==> src/rtl/maze_pkg.sv <==
// maze_pkg: shared types, start positions and helpers for the sprite scheduler
package maze_pkg;
  typedef enum logic [1:0] {UP = 2'd0, DOWN = 2'd1, LEFT = 2'd2, RIGHT = 2'd3} dir_t;
  typedef enum logic [1:0] {S_IDLE, S_ADDR, S_MOVE, S_DONE} state_t;
  localparam int N_SPRITES_DEF = 5;
  localparam logic [9:0] START_X [N_SPRITES_DEF] = '{10'd47, 10'd47, 10'd45, 10'd49, 10'd51};
  localparam logic [8:0] START_Y [N_SPRITES_DEF] = '{9'd64, 9'd40, 9'd40, 9'd40, 9'd40};
  // sprites beyond the table reuse the last ghost's start cell
  function automatic logic [9:0] start_x(input int i);
    return i < N_SPRITES_DEF ? START_X[3'(i)] : START_X[N_SPRITES_DEF-1];
  endfunction
  function automatic logic [8:0] start_y(input int i);
    return i < N_SPRITES_DEF ? START_Y[3'(i)] : START_Y[N_SPRITES_DEF-1];
  endfunction
  // en is {up, down, right, left}
  function automatic logic allows(input dir_t d, input logic [3:0] en);
    return d == UP ? en[3] : d == DOWN ? en[2] : d == LEFT ? en[0] : en[1];
  endfunction
endpackage

==> src/rtl/sprite_step.sv <==
// sprite_step: one sprite's move decision (buffered turn first, else keep going) with saturating step
module sprite_step
  import maze_pkg::*;
(
  input  logic [9:0] x_i,
  input  logic [8:0] y_i,
  input  dir_t       dir_i,
  input  logic       pend_v_i,
  input  dir_t       pend_d_i,
  input  logic [3:0] en_i,
  output logic [9:0] x_o,
  output logic [8:0] y_o,
  output dir_t       dir_o,
  output logic       moving_o,
  output logic       clear_pend_o
);
  // turn wins when the maze allows it; stepping off either edge of the coordinate range holds
  always_comb begin
    clear_pend_o = pend_v_i && allows(pend_d_i, en_i);
    dir_o = clear_pend_o ? pend_d_i : dir_i;
    moving_o = clear_pend_o || allows(dir_i, en_i);
    x_o = !moving_o ? x_i : dir_o == LEFT ? (x_i == '0 ? x_i : x_i - 10'd1) : dir_o == RIGHT ? (&x_i ? x_i : x_i + 10'd1) : x_i;
    y_o = !moving_o ? y_i : dir_o == UP ? (y_i == '0 ? y_i : y_i - 9'd1) : dir_o == DOWN ? (&y_i ? y_i : y_i + 9'd1) : y_i;
  end
endmodule

==> src/rtl/sprite_move_scheduler.sv <==
// sprite_move_scheduler: per-frame sweep that moves every sprite through one shared maze lookup
module sprite_move_scheduler
  import maze_pkg::*;
#(
  parameter int N_SPRITES = N_SPRITES_DEF
) (
  input  logic                   Clk,
  input  logic                   Reset,
  input  logic                   frame_tick,
  input  logic [N_SPRITES-1:0]   req_valid,
  input  logic [2*N_SPRITES-1:0] req_dir,
  output logic [9:0]             maze_x,
  output logic [8:0]             maze_y,
  input  logic                   uE,
  input  logic                   dE,
  input  logic                   rE,
  input  logic                   lE,
  output logic [10*N_SPRITES-1:0] sprite_x,
  output logic [9*N_SPRITES-1:0]  sprite_y,
  output logic [2*N_SPRITES-1:0]  sprite_dir,
  output logic [N_SPRITES-1:0]   moving,
  output logic                   busy,
  output logic                   done,
  output logic                   overrun
);
  localparam int IW = N_SPRITES > 1 ? $clog2(N_SPRITES) : 1;
  state_t state_q, state_d;
  logic [IW-1:0] idx_q, idx_d;
  logic [9:0] x_q [N_SPRITES];
  logic [8:0] y_q [N_SPRITES];
  dir_t dir_q [N_SPRITES];
  dir_t pend_d_q [N_SPRITES];
  logic [N_SPRITES-1:0] pend_v_q, moving_q;
  logic [3:0] en_q;
  logic overrun_q, last;
  logic [9:0] step_x;
  logic [8:0] step_y;
  dir_t step_dir;
  logic step_mov, step_clr;
  assign last = idx_q == IW'(N_SPRITES - 1);
  // one ADDR/MOVE pair per sprite, then a single DONE cycle
  always_comb begin
    state_d = state_q == S_IDLE ? (frame_tick ? S_ADDR : S_IDLE) : state_q == S_ADDR ? S_MOVE : state_q == S_MOVE ? (last ? S_DONE : S_ADDR) : S_IDLE;
    idx_d = state_q == S_IDLE ? '0 : (state_q == S_MOVE && !last) ? idx_q + 1'b1 : idx_q;
  end
  assign maze_x = state_q == S_ADDR ? x_q[idx_q] : '0;
  assign maze_y = state_q == S_ADDR ? y_q[idx_q] : '0;
  assign busy = state_q == S_ADDR || state_q == S_MOVE;
  assign done = state_q == S_DONE;
  assign overrun = overrun_q;
  sprite_step u_step (
    .x_i(x_q[idx_q]),
    .y_i(y_q[idx_q]),
    .dir_i(dir_q[idx_q]),
    .pend_v_i(pend_v_q[idx_q]),
    .pend_d_i(pend_d_q[idx_q]),
    .en_i(en_q),
    .x_o(step_x),
    .y_o(step_y),
    .dir_o(step_dir),
    .moving_o(step_mov),
    .clear_pend_o(step_clr)
  );
  // sweep control, maze enables sampled at the end of ADDR, sticky overrun on a tick while not idle
  always_ff @(posedge Clk or posedge Reset) begin
    if (Reset) begin
      state_q <= S_IDLE;
      idx_q <= '0;
      en_q <= '0;
      overrun_q <= 1'b0;
    end else begin
      state_q <= state_d;
      idx_q <= idx_d;
      if (state_q == S_ADDR) en_q <= {uE, dE, rE, lE};
      if (frame_tick && state_q != S_IDLE) overrun_q <= 1'b1;
    end
  end
  // sprite state commits at the end of its MOVE; a fresh request overrides the clear of the one just used
  always_ff @(posedge Clk or posedge Reset) begin
    if (Reset) begin
      for (int j = 0; j < N_SPRITES; j++) begin
        x_q[j] <= start_x(j);
        y_q[j] <= start_y(j);
        dir_q[j] <= LEFT;
        pend_d_q[j] <= LEFT;
      end
      pend_v_q <= '0;
      moving_q <= '0;
    end else begin
      for (int j = 0; j < N_SPRITES; j++) begin
        if (state_q == S_MOVE && idx_q == IW'(j)) begin
          x_q[j] <= step_x;
          y_q[j] <= step_y;
          dir_q[j] <= step_dir;
          moving_q[j] <= step_mov;
          if (step_clr) pend_v_q[j] <= 1'b0;
        end
        if (req_valid[j]) begin
          pend_v_q[j] <= 1'b1;
          pend_d_q[j] <= dir_t'(req_dir[2*j +: 2]);
        end
      end
    end
  end
  for (genvar g = 0; g < N_SPRITES; g++) begin : g_out
    assign sprite_x[10*g +: 10] = x_q[g];
    assign sprite_y[9*g +: 9] = y_q[g];
    assign sprite_dir[2*g +: 2] = dir_q[g];
  end
  assign moving = moving_q;
endmodule

==> config.mk <==
export PLATFORM = sky130hd
export DESIGN_NAME = sprite_move_scheduler
export DESIGN_NICKNAME = d
export VERILOG_FILES = /design/src/rtl/maze_pkg.sv /design/src/rtl/sprite_step.sv /design/src/rtl/sprite_move_scheduler.sv
export SDC_FILE = /design/constraint.sdc
export NUM_CORES = 1
export LEC_CHECK = 0
export ABC_AREA = 1
export CORE_MARGIN = 1
export CORE_UTILIZATION = 52
export DETAILED_ROUTE_END_ITERATION = 10
export PLACE_DENSITY = 0.8
export SYNTH_ARGS = -nofsm -noshare
export SYNTH_HDL_FRONTEND = slang
export SYNTH_SLANG_ARGS = --single-unit
==> constraint.sdc <==
create_clock -name Clk -period 4.91 [get_ports Clk]
set_input_delay 0.982 -clock Clk [delete_from_list [all_inputs] [get_ports Clk]]
set_output_delay 0.982 -clock Clk [all_outputs]
set_load 0.05 [all_outputs]
==> impl_metrics.json <==
{
  "result_of_the_run": "finished, final reports clean",
  "holdCritPathClass": "register to register",
  "fill_cells": 1264,
  "syn-num-nets": 1147,
  "drive_gt1_share_pct": 12.1,
  "max_freq_ghz": 0.225,
  "rsz_0062_raised_after_global_routing": "false",
  "synth_top_flop_cell": "sky130_fd_sc_hd__dfrtp_1",
  "synth_top_area_share_pct": 31.6,
  "clk_root_buffer_cell": "sky130_fd_sc_hd__clkbuf_16",
  "via_count": 8314,
  "count_of_cells_resized_by_post_cts_repair": 0,
  "finish.net_count": 1287,
  "grt_usage_pct": 34.9,
  "netlist_top_cells_count": "sky130_fd_sc_hd__nand2_1, sky130_fd_sc_hd__nand3_1, sky130_fd_sc_hd__dfrtp_1, sky130_fd_sc_hd__inv_1, sky130_fd_sc_hd__nor2_1",
  "later_pin_clock_latency_in_the_skew_report_ns": 0.44,
  "initial_utilization_pct": 54.2,
  "top_layer": "met4",
  "timing.max_slew.rel_slack_pct": 30.7,
  "clk_pin_slew_worst_paths_ns": 0.06,
  "design_area_um2": 10200,
  "first_pass_grt_wire_length_um": 42700,
  "setup.worst_path.start_class": "register",
  "via_count_of_the_first_global_routing_pass": 8024,
  "numPortBuffers": 153,
  "drtPass1Iterations": 7,
  "antenna_found_initial": 0,
  "route.final.wire_length_um": 26800,
  "area_delta_synth_final_pct": 27.4,
  "place.gp.congestion": 0.934,
  "io_pins": 154,
  "yosysWarnings": 0,
  "first_iter_violations": 856,
  "tritoncts": "done",
  "synth_seq_area_share_pct": 42.7,
  "detailroute.wirelength.met3_um": 2450,
  "power_leakage_nw": 4.85,
  "dpl_cell_area_um2": 9600,
  "final_min_period_over_clock_period_pct": 90.5,
  "asyncSetResetFlopFracSynth_pct": 100,
  "grt_start_max_net_pins": 69,
  "synth_cell_type_count": 37,
  "dpl.hpwl_um": 17800,
  "critical_path.endpoint_type": "output port",
  "tritoncts_num_sinks": 135,
  "totalPowerFinal_w": 0.00781,
  "chipHeight_um": 126,
  "post_synthesis_area_per_instance_um2": 7.20,
  "grt_total_ovfl": 0,
  "synthesis.area_um2": 8000,
  "hold-path-cell-count": 2,
  "r2r.worst_path.cells": 14,
  "finalSetupViolCount": 0,
  "routedWlPerCell_um": 18.5,
  "max_cap_viol_count": 0,
  "cts_inserted_buffers": 17,
  "kind_of_critical_path": "register to output port",
  "post_synth_main_area_contributors": "sky130_fd_sc_hd__dfrtp_1, sky130_fd_sc_hd__nand2_1, sky130_fd_sc_hd__dfstp_2",
  "detail_route.wirelength.met1_um": 10800,
  "power-per-cell-area_nw_per_um2": 766,
  "die_width_um": 126,
  "yosysMostFrequentCell": "sky130_fd_sc_hd__nand2_1",
  "critical_path_required_ns": 3.93,
  "synth_top_cell_by_area": "sky130_fd_sc_hd__dfrtp_1",
  "cts_post_setup_buffers_inserted": 0,
  "core-area_um2": 14800,
  "num_rows": 44,
  "timing.final.crit_period_ns": 4.44,
  "die-area_um2": 15900,
  "wl_met2_um": 12800,
  "path_cells": "nor3_4 > inv_4 > o21ai_1 > inv_1 > nor2_1 > clkdlybuf4s50_1",
  "synth_enable_flop_cells": 0,
  "avgViaCountPerCell": 5.74,
  "max_stage_delay_ns": 0.83,
  "antenna_cells_inserted": 0,
  "slowest_stage": "sky130_fd_sc_hd__clkdlybuf4s50_1",
  "crit_fanout": 17,
  "critPathArrivalTime_ns": 3.46,
  "cts_hold_repair.buffers": 0,
  "synth-seq-cells": 135,
  "tns_ns": 0,
  "synthesis.instances": 1112,
  "max-clock-path-buffers": 2,
  "antenna_left": 0,
  "timing_hold_violations_final": 0,
  "skew_ns": 0.00930,
  "maxSlewViolCount": 0,
  "h_tree_depth": 4,
  "max_slew.worst_pin.slew_ns": 1.04,
  "irDropWorstVdd_v": 0.000447,
  "route.detailed.drc": 0
}
==> registers in the layout, summed over array words and instances (netlist names), 3 cells and up <==
| signal | cells |
|---|---|
| sprite_x | 50 |
| idx_q | 3 |
| en_q | 4 |
| pend_v_q | 5 |
| moving | 5 |
| pend_d_q | 10 |
| sprite_dir | 10 |
| sprite_y | 45 |
==> logic make-up (layout without fill, tap and decap cells) <==
family          after synthesis  count (layout)  share of synthesized area (%)
flops                       135             135                           42.7
fa+ha+maj                    13              13                           2.03
simple gates                761             761                           41.7
xor+xnor                      6               6                          0.657
compound gates               68              68                           5.52
buf+inv                     129             282                           7.36
==> path summary, 6_finish.rpt <==
check	start	endpoint	slack (ns)
max	idx_q[1]$_DFFE_PP0P_	maze_x[8]	0.47
min	pend_d_q[9]$_DFFE_PP1P_	pend_d_q[9]$_DFFE_PP1P_	0.46
max reg2reg	idx_q[0]$_DFFE_PP0P_	sprite_x[28]$_DFFE_PP0P_	1.09
min reg2reg	pend_d_q[9]$_DFFE_PP1P_	pend_d_q[9]$_DFFE_PP1P_	0.46
max in group asynchronous	Reset	sprite_y[12]$_DFFE_PP1P_	2.88
min in group asynchronous	Reset	pend_d_q[6]$_DFFE_PP0P_	1.06
==> cells in the final DEF (no fill, tap or decap), types with 17 or more instances in the layout <==
cell type                         instances
sky130_fd_sc_hd__nand3_1                173
sky130_fd_sc_hd__o21ai_0                 37
sky130_fd_sc_hd__nand2_2                 21
sky130_fd_sc_hd__clkbuf_16               17
sky130_fd_sc_hd__nor2_1                  43
sky130_fd_sc_hd__dfrtp_1                100
sky130_fd_sc_hd__dfstp_2                 34
sky130_fd_sc_hd__clkdlybuf4s50_1        153
sky130_fd_sc_hd__inv_1                   65
sky130_fd_sc_hd__nand2_1                481
==> critical path, delay by kind of cell (launching register included) <==
kind	cells	cell delay, ns
AO/OA/AOI/OAI	1	0.41
buffers and inverters	3	1.29
flip-flops	1	0.55
AND/OR/NAND/NOR	2	0.76
==> power breakdown <==
part / switching, W / total (W) / internal [W] / leakage [nW]
Combinational: 0.00345 / 0.00475 / 0.00130 / 2.92
Clock: 0.000492 / 0.00133 / 0.000837 / 0.294
Sequential: 0.000281 / 0.00173 / 0.00145 / 1.64
==> metrics by stage <==
| stage | util (%) | cells | setup slack [ns] | hold WS, ns |
|---|---|---|---|---|
| 2_1_floorplan | - | 1112 | 0.373 | 0.442 |
| 3_3_place_gp | 65.0 | 1417 | 1.07 | 0.446 |
| 3_5_place_dp | 65.0 | 1417 | 0.992 | 0.457 |
| 4_1_cts | 69.1 | 1449 | 0.524 | 0.466 |
| 5_1_grt | 69.1 | 1449 | 0.369 | 0.486 |
| 6_report | 69.1 | 1449 | 0.467 | 0.464 |
==> layer usage <==
layer / vias to the layer above / global-route usage (%)
met5: - / 0
met3: 78 / 6.71
met4: 0 / 13.9
met2: 504 / 58.2
met1: 3895 / 44.9
li1: 3837 / -
==> area by class of cell <==
type	count	area [um^2]	share of cell area, %
multi-input combinational	848	4000	39.2
clock buffer	24	482	4.72
clock inverter	8	121	1.19
timing repair buffer	165	1620	15.9
sequential	135	3420	33.5
tap	184	230	2.26
inverter	85	324	3.18
Power figures use the tool's default switching activity.
